[src/rtl/hamming_serial_rx_if.sv]
// rtl/hamming_serial_rx_if.sv - serial code-bit input and decoded-frame output bundle
interface hamming_serial_rx_if #(
  parameter int CNT_W = 8
);
  logic             rx_bit;
  logic             rx_valid;
  logic             rx_sof;
  logic [3:0]       data_out;
  logic [6:0]       code_out;
  logic [2:0]       syndrome;
  logic             corrected;
  logic             data_valid;
  logic             data_ready;
  logic [CNT_W-1:0] corr_count;
  logic             overflow;
  logic             frame_abort;

  modport master (
    output rx_bit, rx_valid, rx_sof, data_ready,
    input  data_out, code_out, syndrome, corrected, data_valid,
    input  corr_count, overflow, frame_abort
  );

  modport slave (
    input  rx_bit, rx_valid, rx_sof, data_ready,
    output data_out, code_out, syndrome, corrected, data_valid,
    output corr_count, overflow, frame_abort
  );
endinterface

[src/rtl/hamming_serial_rx.sv]
// rtl/hamming_serial_rx.sv - bit-serial Hamming(7,4) deserializer, corrector and output register
module hamming_serial_rx #(
  parameter int CNT_W = 8
) (
  input logic                i_clk,
  input logic                i_rst,
  hamming_serial_rx_if.slave bus
);
  typedef enum logic {ST_IDLE = 1'b0, ST_COLLECT = 1'b1} state_t;

  localparam logic [CNT_W-1:0] CNT_ONE = {{(CNT_W-1){1'b0}}, 1'b1};
  localparam logic [CNT_W-1:0] CNT_MAX = {CNT_W{1'b1}};

  state_t           r_state, w_state_nxt;
  logic [2:0]       r_cnt, w_cnt_nxt;
  logic [5:0]       r_bits, w_bits_nxt;
  logic             w_complete, w_abort, w_load;
  logic [6:0]       w_code, w_fixed;
  logic [2:0]       w_syn;
  logic [3:0]       w_data;

  logic [3:0]       r_data_out;
  logic [6:0]       r_code_out;
  logic [2:0]       r_syndrome;
  logic             r_corrected, r_data_valid, r_overflow, r_frame_abort;
  logic [CNT_W-1:0] r_corr_count;

  always_ff @(posedge i_clk or negedge i_rst) begin
    if (!i_rst) r_state <= ST_IDLE;
    else        r_state <= w_state_nxt;
  end

  // An sof bit always wins: it restarts collection even when it would be the 7th bit.
  always_comb begin
    w_state_nxt = r_state;
    w_cnt_nxt   = r_cnt;
    w_bits_nxt  = r_bits;
    w_complete  = 1'b0;
    w_abort     = 1'b0;
    case (r_state)
      ST_IDLE: begin
        if (bus.rx_valid && bus.rx_sof) begin
          w_state_nxt = ST_COLLECT;
          w_cnt_nxt   = 3'd1;
          w_bits_nxt  = {5'b0, bus.rx_bit};
        end
      end
      ST_COLLECT: begin
        if (bus.rx_valid) begin
          if (bus.rx_sof) begin
            w_abort    = 1'b1;
            w_cnt_nxt  = 3'd1;
            w_bits_nxt = {5'b0, bus.rx_bit};
          end else if (r_cnt == 3'd6) begin
            w_complete  = 1'b1;
            w_state_nxt = ST_IDLE;
            w_cnt_nxt   = 3'd0;
          end else begin
            w_bits_nxt[r_cnt] = bus.rx_bit;
            w_cnt_nxt         = r_cnt + 3'd1;
          end
        end
      end
      default: w_state_nxt = ST_IDLE;
    endcase
  end

  assign w_code = {bus.rx_bit, r_bits};
  assign w_syn  = {w_code[3] ^ w_code[4] ^ w_code[5] ^ w_code[6],
                   w_code[1] ^ w_code[2] ^ w_code[5] ^ w_code[6],
                   w_code[0] ^ w_code[2] ^ w_code[4] ^ w_code[6]};
  assign w_fixed = (w_syn == 3'd0) ? w_code : (w_code ^ (7'd1 << (w_syn - 3'd1)));
  assign w_data  = {w_fixed[6:4], w_fixed[2]};
  assign w_load  = w_complete && (!r_data_valid || bus.data_ready);

  always_ff @(posedge i_clk or negedge i_rst) begin
    if (!i_rst) begin
      r_cnt         <= 3'd0;
      r_bits        <= 6'd0;
      r_data_out    <= 4'd0;
      r_code_out    <= 7'd0;
      r_syndrome    <= 3'd0;
      r_corrected   <= 1'b0;
      r_data_valid  <= 1'b0;
      r_overflow    <= 1'b0;
      r_frame_abort <= 1'b0;
      r_corr_count  <= '0;
    end else begin
      r_cnt  <= w_cnt_nxt;
      r_bits <= w_bits_nxt;
      if (w_load) begin
        r_data_out   <= w_data;
        r_code_out   <= w_code;
        r_syndrome   <= w_syn;
        r_corrected  <= (w_syn != 3'd0);
        r_data_valid <= 1'b1;
      end else if (r_data_valid && bus.data_ready) begin
        r_data_valid <= 1'b0;
      end
      if (w_complete && !w_load) r_overflow <= 1'b1;
      if (w_abort) r_frame_abort <= 1'b1;
      // Dropped frames still count: the counter tracks channel errors, not deliveries.
      if (w_complete && (w_syn != 3'd0) && (r_corr_count != CNT_MAX))
        r_corr_count <= r_corr_count + CNT_ONE;
    end
  end

  assign bus.data_out    = r_data_out;
  assign bus.code_out    = r_code_out;
  assign bus.syndrome    = r_syndrome;
  assign bus.corrected   = r_corrected;
  assign bus.data_valid  = r_data_valid;
  assign bus.corr_count  = r_corr_count;
  assign bus.overflow    = r_overflow;
  assign bus.frame_abort = r_frame_abort;
endmodule

[src/flat_wrapper.sv]
// flat-port wrapper written by rule: the top's interface ports become plain ports
module hamming_serial_rx_flat 
#(
  parameter int CNT_W = 8
)
  (i_clk, i_rst, bus_rx_bit, bus_rx_valid, bus_rx_sof, bus_data_ready, bus_data_out, bus_code_out, bus_syndrome, bus_corrected, bus_data_valid, bus_corr_count, bus_overflow, bus_frame_abort);
  hamming_serial_rx_if #(.CNT_W(CNT_W)) bus_i ();
  input logic i_clk;
  input logic i_rst;
  input wire logic [$bits(bus_i.rx_bit)-1:0] bus_rx_bit;
  input wire logic [$bits(bus_i.rx_valid)-1:0] bus_rx_valid;
  input wire logic [$bits(bus_i.rx_sof)-1:0] bus_rx_sof;
  input wire logic [$bits(bus_i.data_ready)-1:0] bus_data_ready;
  output wire logic [$bits(bus_i.data_out)-1:0] bus_data_out;
  output wire logic [$bits(bus_i.code_out)-1:0] bus_code_out;
  output wire logic [$bits(bus_i.syndrome)-1:0] bus_syndrome;
  output wire logic [$bits(bus_i.corrected)-1:0] bus_corrected;
  output wire logic [$bits(bus_i.data_valid)-1:0] bus_data_valid;
  output wire logic [$bits(bus_i.corr_count)-1:0] bus_corr_count;
  output wire logic [$bits(bus_i.overflow)-1:0] bus_overflow;
  output wire logic [$bits(bus_i.frame_abort)-1:0] bus_frame_abort;
  assign bus_i.rx_bit = bus_rx_bit;
  assign bus_i.rx_valid = bus_rx_valid;
  assign bus_i.rx_sof = bus_rx_sof;
  assign bus_i.data_ready = bus_data_ready;
  assign bus_data_out = bus_i.data_out;
  assign bus_code_out = bus_i.code_out;
  assign bus_syndrome = bus_i.syndrome;
  assign bus_corrected = bus_i.corrected;
  assign bus_data_valid = bus_i.data_valid;
  assign bus_corr_count = bus_i.corr_count;
  assign bus_overflow = bus_i.overflow;
  assign bus_frame_abort = bus_i.frame_abort;
  hamming_serial_rx #(.CNT_W(CNT_W)) u_core (.i_clk(i_clk), .i_rst(i_rst), .bus(bus_i));
endmodule
[config.mk]
export PLATFORM = sky130hd
export DESIGN_NAME = hamming_serial_rx_flat
export DESIGN_NICKNAME = d
export VERILOG_FILES = /design/src/rtl/hamming_serial_rx_if.sv /design/src/rtl/hamming_serial_rx.sv /design/src/flat_wrapper.sv
export SDC_FILE = /design/constraint.sdc
export NUM_CORES = 1
export LEC_CHECK = 0
export CORE_AREA = 2 2 69 58
export DETAILED_ROUTE_END_ITERATION = 7
export DIE_AREA = 0 0 71 60
export PLACE_DENSITY = 0.81
export SYNTH_ARGS = -nofsm -noshare
export SYNTH_HDL_FRONTEND = slang
export SYNTH_SLANG_ARGS = --single-unit
[constraint.sdc]
create_clock -name i_clk -period 2.2 [get_ports i_clk]
set_input_delay 0.44 -clock i_clk [delete_from_list [all_inputs] [get_ports i_clk]]
set_output_delay 0.44 -clock i_clk [all_outputs]
set_load 0.05 [all_outputs]
==> impl_metrics.json <==
{
  "synth-seq-cells": 36,
  "rsz0062_at_grt": "no",
  "status": "finished, final reports clean",
  "synth_area_leader_cell": "dfrtp_1",
  "setup_viol": 0,
  "async_reset_ff_frac": 1.00,
  "synth_edf_count": 0,
  "clock_latency_ns": 0.30,
  "first_pass_iters": 4,
  "syn_inst": 163,
  "drtIter0Drc": 51,
  "cp_max_fo": 6,
  "wl_per_cell_um": 14.5,
  "end_kind": "output port",
  "yosysMostFrequentCell": "dfrtp_1",
  "drc": 0,
  "crit_type": "flip-flop to output port",
  "grt_max_degree": 37,
  "gp_congestion": 0.833,
  "fmax_ghz": 0.497,
  "port_buffers": 31,
  "grt_first_pass_wirelength_mm": 6.17,
  "num_io_pins": 32,
  "ys_warn_count": 0,
  "initial_utilization": 0.480,
  "dpl.hpwl_mm": 2.56,
  "vias": 1357,
  "post_cts_resized": 0,
  "yosysTopAreaCellShare": 0.518,
  "cpPeakStageDelay_ns": 0.83,
  "cap_violations": 0,
  "hold_buffers": 0,
  "ys_seq_area_frac": 0.518,
  "leakage_nw": 1.04,
  "synth_nets": 170,
  "synth.avg_cell_area_um2": 10.7,
  "root_buffer": "clkbuf_8",
  "slowest_stage": "clkdlybuf4s50_1",
  "fp-row-count": 20,
  "ys_top_cells_by_area": "dfrtp_1, mux2_2, xor2_1, o21ai_0, a21oi_1",
  "fin_crit_sh": 0.914,
  "design_area_mm2": 0.00228,
  "nets": 212,
  "cts_setup_buffers": 0,
  "p_total_mw": 2.33,
  "synth_area_mm2": 0.00174,
  "setup_slack_ns": 0.188,
  "path_cells": "clkdlybuf4s50_1",
  "numCtsBuffers": 5,
  "fin_util": 0.628,
  "fillCellCount": 296,
  "viasPerCell": 5.45,
  "synth_flop_cell": "dfrtp_1",
  "slew_headroom": 0.665,
  "die-width_um": 71,
  "worstMarginPinSlew_ns": 0.501,
  "clk_path_buf_depth": 2,
  "arrival_ns": 1.57,
  "die_area_mm2": 0.00426,
  "final.min_clock_period_ns": 2.01,
  "placed_cell_area_mm2": 0.00218,
  "layout-drive-gt1-share": 0.185,
  "synth.distinct_cells": 41,
  "synth.top_cells.by_count": "dfrtp_1, o21ai_0, xor2_1, a21oi_1",
  "antenna_found_initial": 0,
  "core-area_mm2": 0.00363,
  "drt_wl_total_mm": 3.62,
  "cts_sinks": 36,
  "final_hold_viol_count": 0,
  "regToRegSetupSlack_ns": 0.39,
  "required_ns": 1.76,
  "path_clk_slew_ns": 0.07,
  "crit_buf_inv": 1,
  "maxSlewViolCount": 0,
  "num_antenna_cells": 0,
  "grt-ovfl-total": 0,
  "fp.dieH_um": 60,
  "cts_tree": "built",
  "ir_drop_mv": 0.488,
  "grt_pass1_vias": 1326,
  "crit_family": "buffers and inverters",
  "hp-class": "flip-flop to flip-flop",
  "clock_skew_ns": 0.00451,
  "power.density_mw_per_mm2": 1030,
  "area_delta_synth_final_pct": 30.8,
  "preCtsSetupSlack_ns": -0.0116,
  "grt_usage": 0.194,
  "postRouteAntennaNets": 0,
  "h-tree-depth": 2,
  "tns_ns": 0,
  "cp-start-kind": "flip-flop"
}
## layout by cell type (no fill, tap or decap), types with 3 or more instances in the layout
| master | n |
|---|---|
| inv_1 | 5 |
| clkbuf_8 | 7 |
| nor2_1 | 10 |
| xor2_1 | 12 |
| nand3_1 | 5 |
| buf_4 | 11 |
| a21oi_1 | 11 |
| xnor2_1 | 5 |
| dfrtp_1 | 36 |
| nor3_1 | 3 |
| nand3b_1 | 4 |
| nand2_1 | 10 |
| clkdlybuf4s50_1 | 31 |
| mux2_2 | 10 |
| o21ai_0 | 12 |
## final cells by class
cell class,count,area [um2],area share
Sequential cell,36,901,0.396
Multi-Input combinational cell,114,793,0.348
Timing Repair Buffer,43,413,0.181
Clock buffer,7,96.3,0.0423
Tap cell,44,55.1,0.0242
Inverter,5,18.8,0.00824
## cell families (layout without fill, tap and decap cells)
logic type / Yosys count / in the layout / synth area share
compound gates: 36 / 36 / 0.126
xor+xnor: 18 / 18 / 0.0949
fa+ha+maj: 1 / 1 / 0.00719
buf+inv: 13 / 55 / 0.0295
flops: 36 / 36 / 0.518
mux: 11 / 11 / 0.0733
simple gates: 48 / 48 / 0.152
## through the flow
stage | instances | hold slack, ns
6_report | 249 | 0.466
5_1_grt | 249 | 0.491
4_1_cts | 249 | 0.470
3_5_place_dp | 242 | 0.455
3_3_place_gp | 242 | 0.442
2_1_floorplan | 163 | 0.144
## layer usage
layer	track usage	wire [um]	vias up
met5	0	0	-
met4	0.0674	51	0
met3	0.0776	194	6
met2	0.316	1770	34
met1	0.238	1600	664
li1	-	-	653
## power by group
part	total [mW]	leakage (nW)	internal (mW)	switching, mW
sequential	0.895	0.474	0.781	0.114
combinational	0.926	0.515	0.351	0.575
clock	0.514	0.0503	0.279	0.235
total	2.33	1.04	1.41	0.924
## worst paths after layout
path                                           from                        to  cells past startpoint
min in group asynchronous                     i_rst  u_core.bus.corr_count[5]                      2
max in group asynchronous                     i_rst          u_core.r_bits[5]                      2
setup / recovery           u_core.bus.corr_count[3]         bus_corr_count[3]                      1
setup reg to reg                   u_core.r_bits[2]  u_core.bus.corr_count[7]                      6
hold / removal                  u_core.bus.overflow       u_core.bus.overflow                      1
hold reg to reg                 u_core.bus.overflow       u_core.bus.overflow                      1
## flip-flops by register name, summed over array words and instances, names as in the netlist
| signal | cells |
|---|---|
| u_core.bus.data_out | 4 |
| u_core.bus.syndrome | 3 |
| u_core.r_bits | 6 |
| u_core.bus.corr_count | 8 |
| u_core.r_state | 1 |
| u_core.bus.corrected | 1 |
| u_core.bus.data_valid | 1 |
| u_core.bus.overflow | 1 |
| u_core.r_cnt | 3 |
| u_core.bus.frame_abort | 1 |
| u_core.bus.code_out | 7 |
## worst register-to-register path, stage by stage, from the launching register on
cell	delay [ns]
dfrtp_1	0.46
xnor2_1	0.21
or3_4	0.40
a21oi_4	0.23
buf_4	0.17
nor3_1	0.06
xor2_1	0.15
No activity file was read; power rests on OpenSTA's default activity.
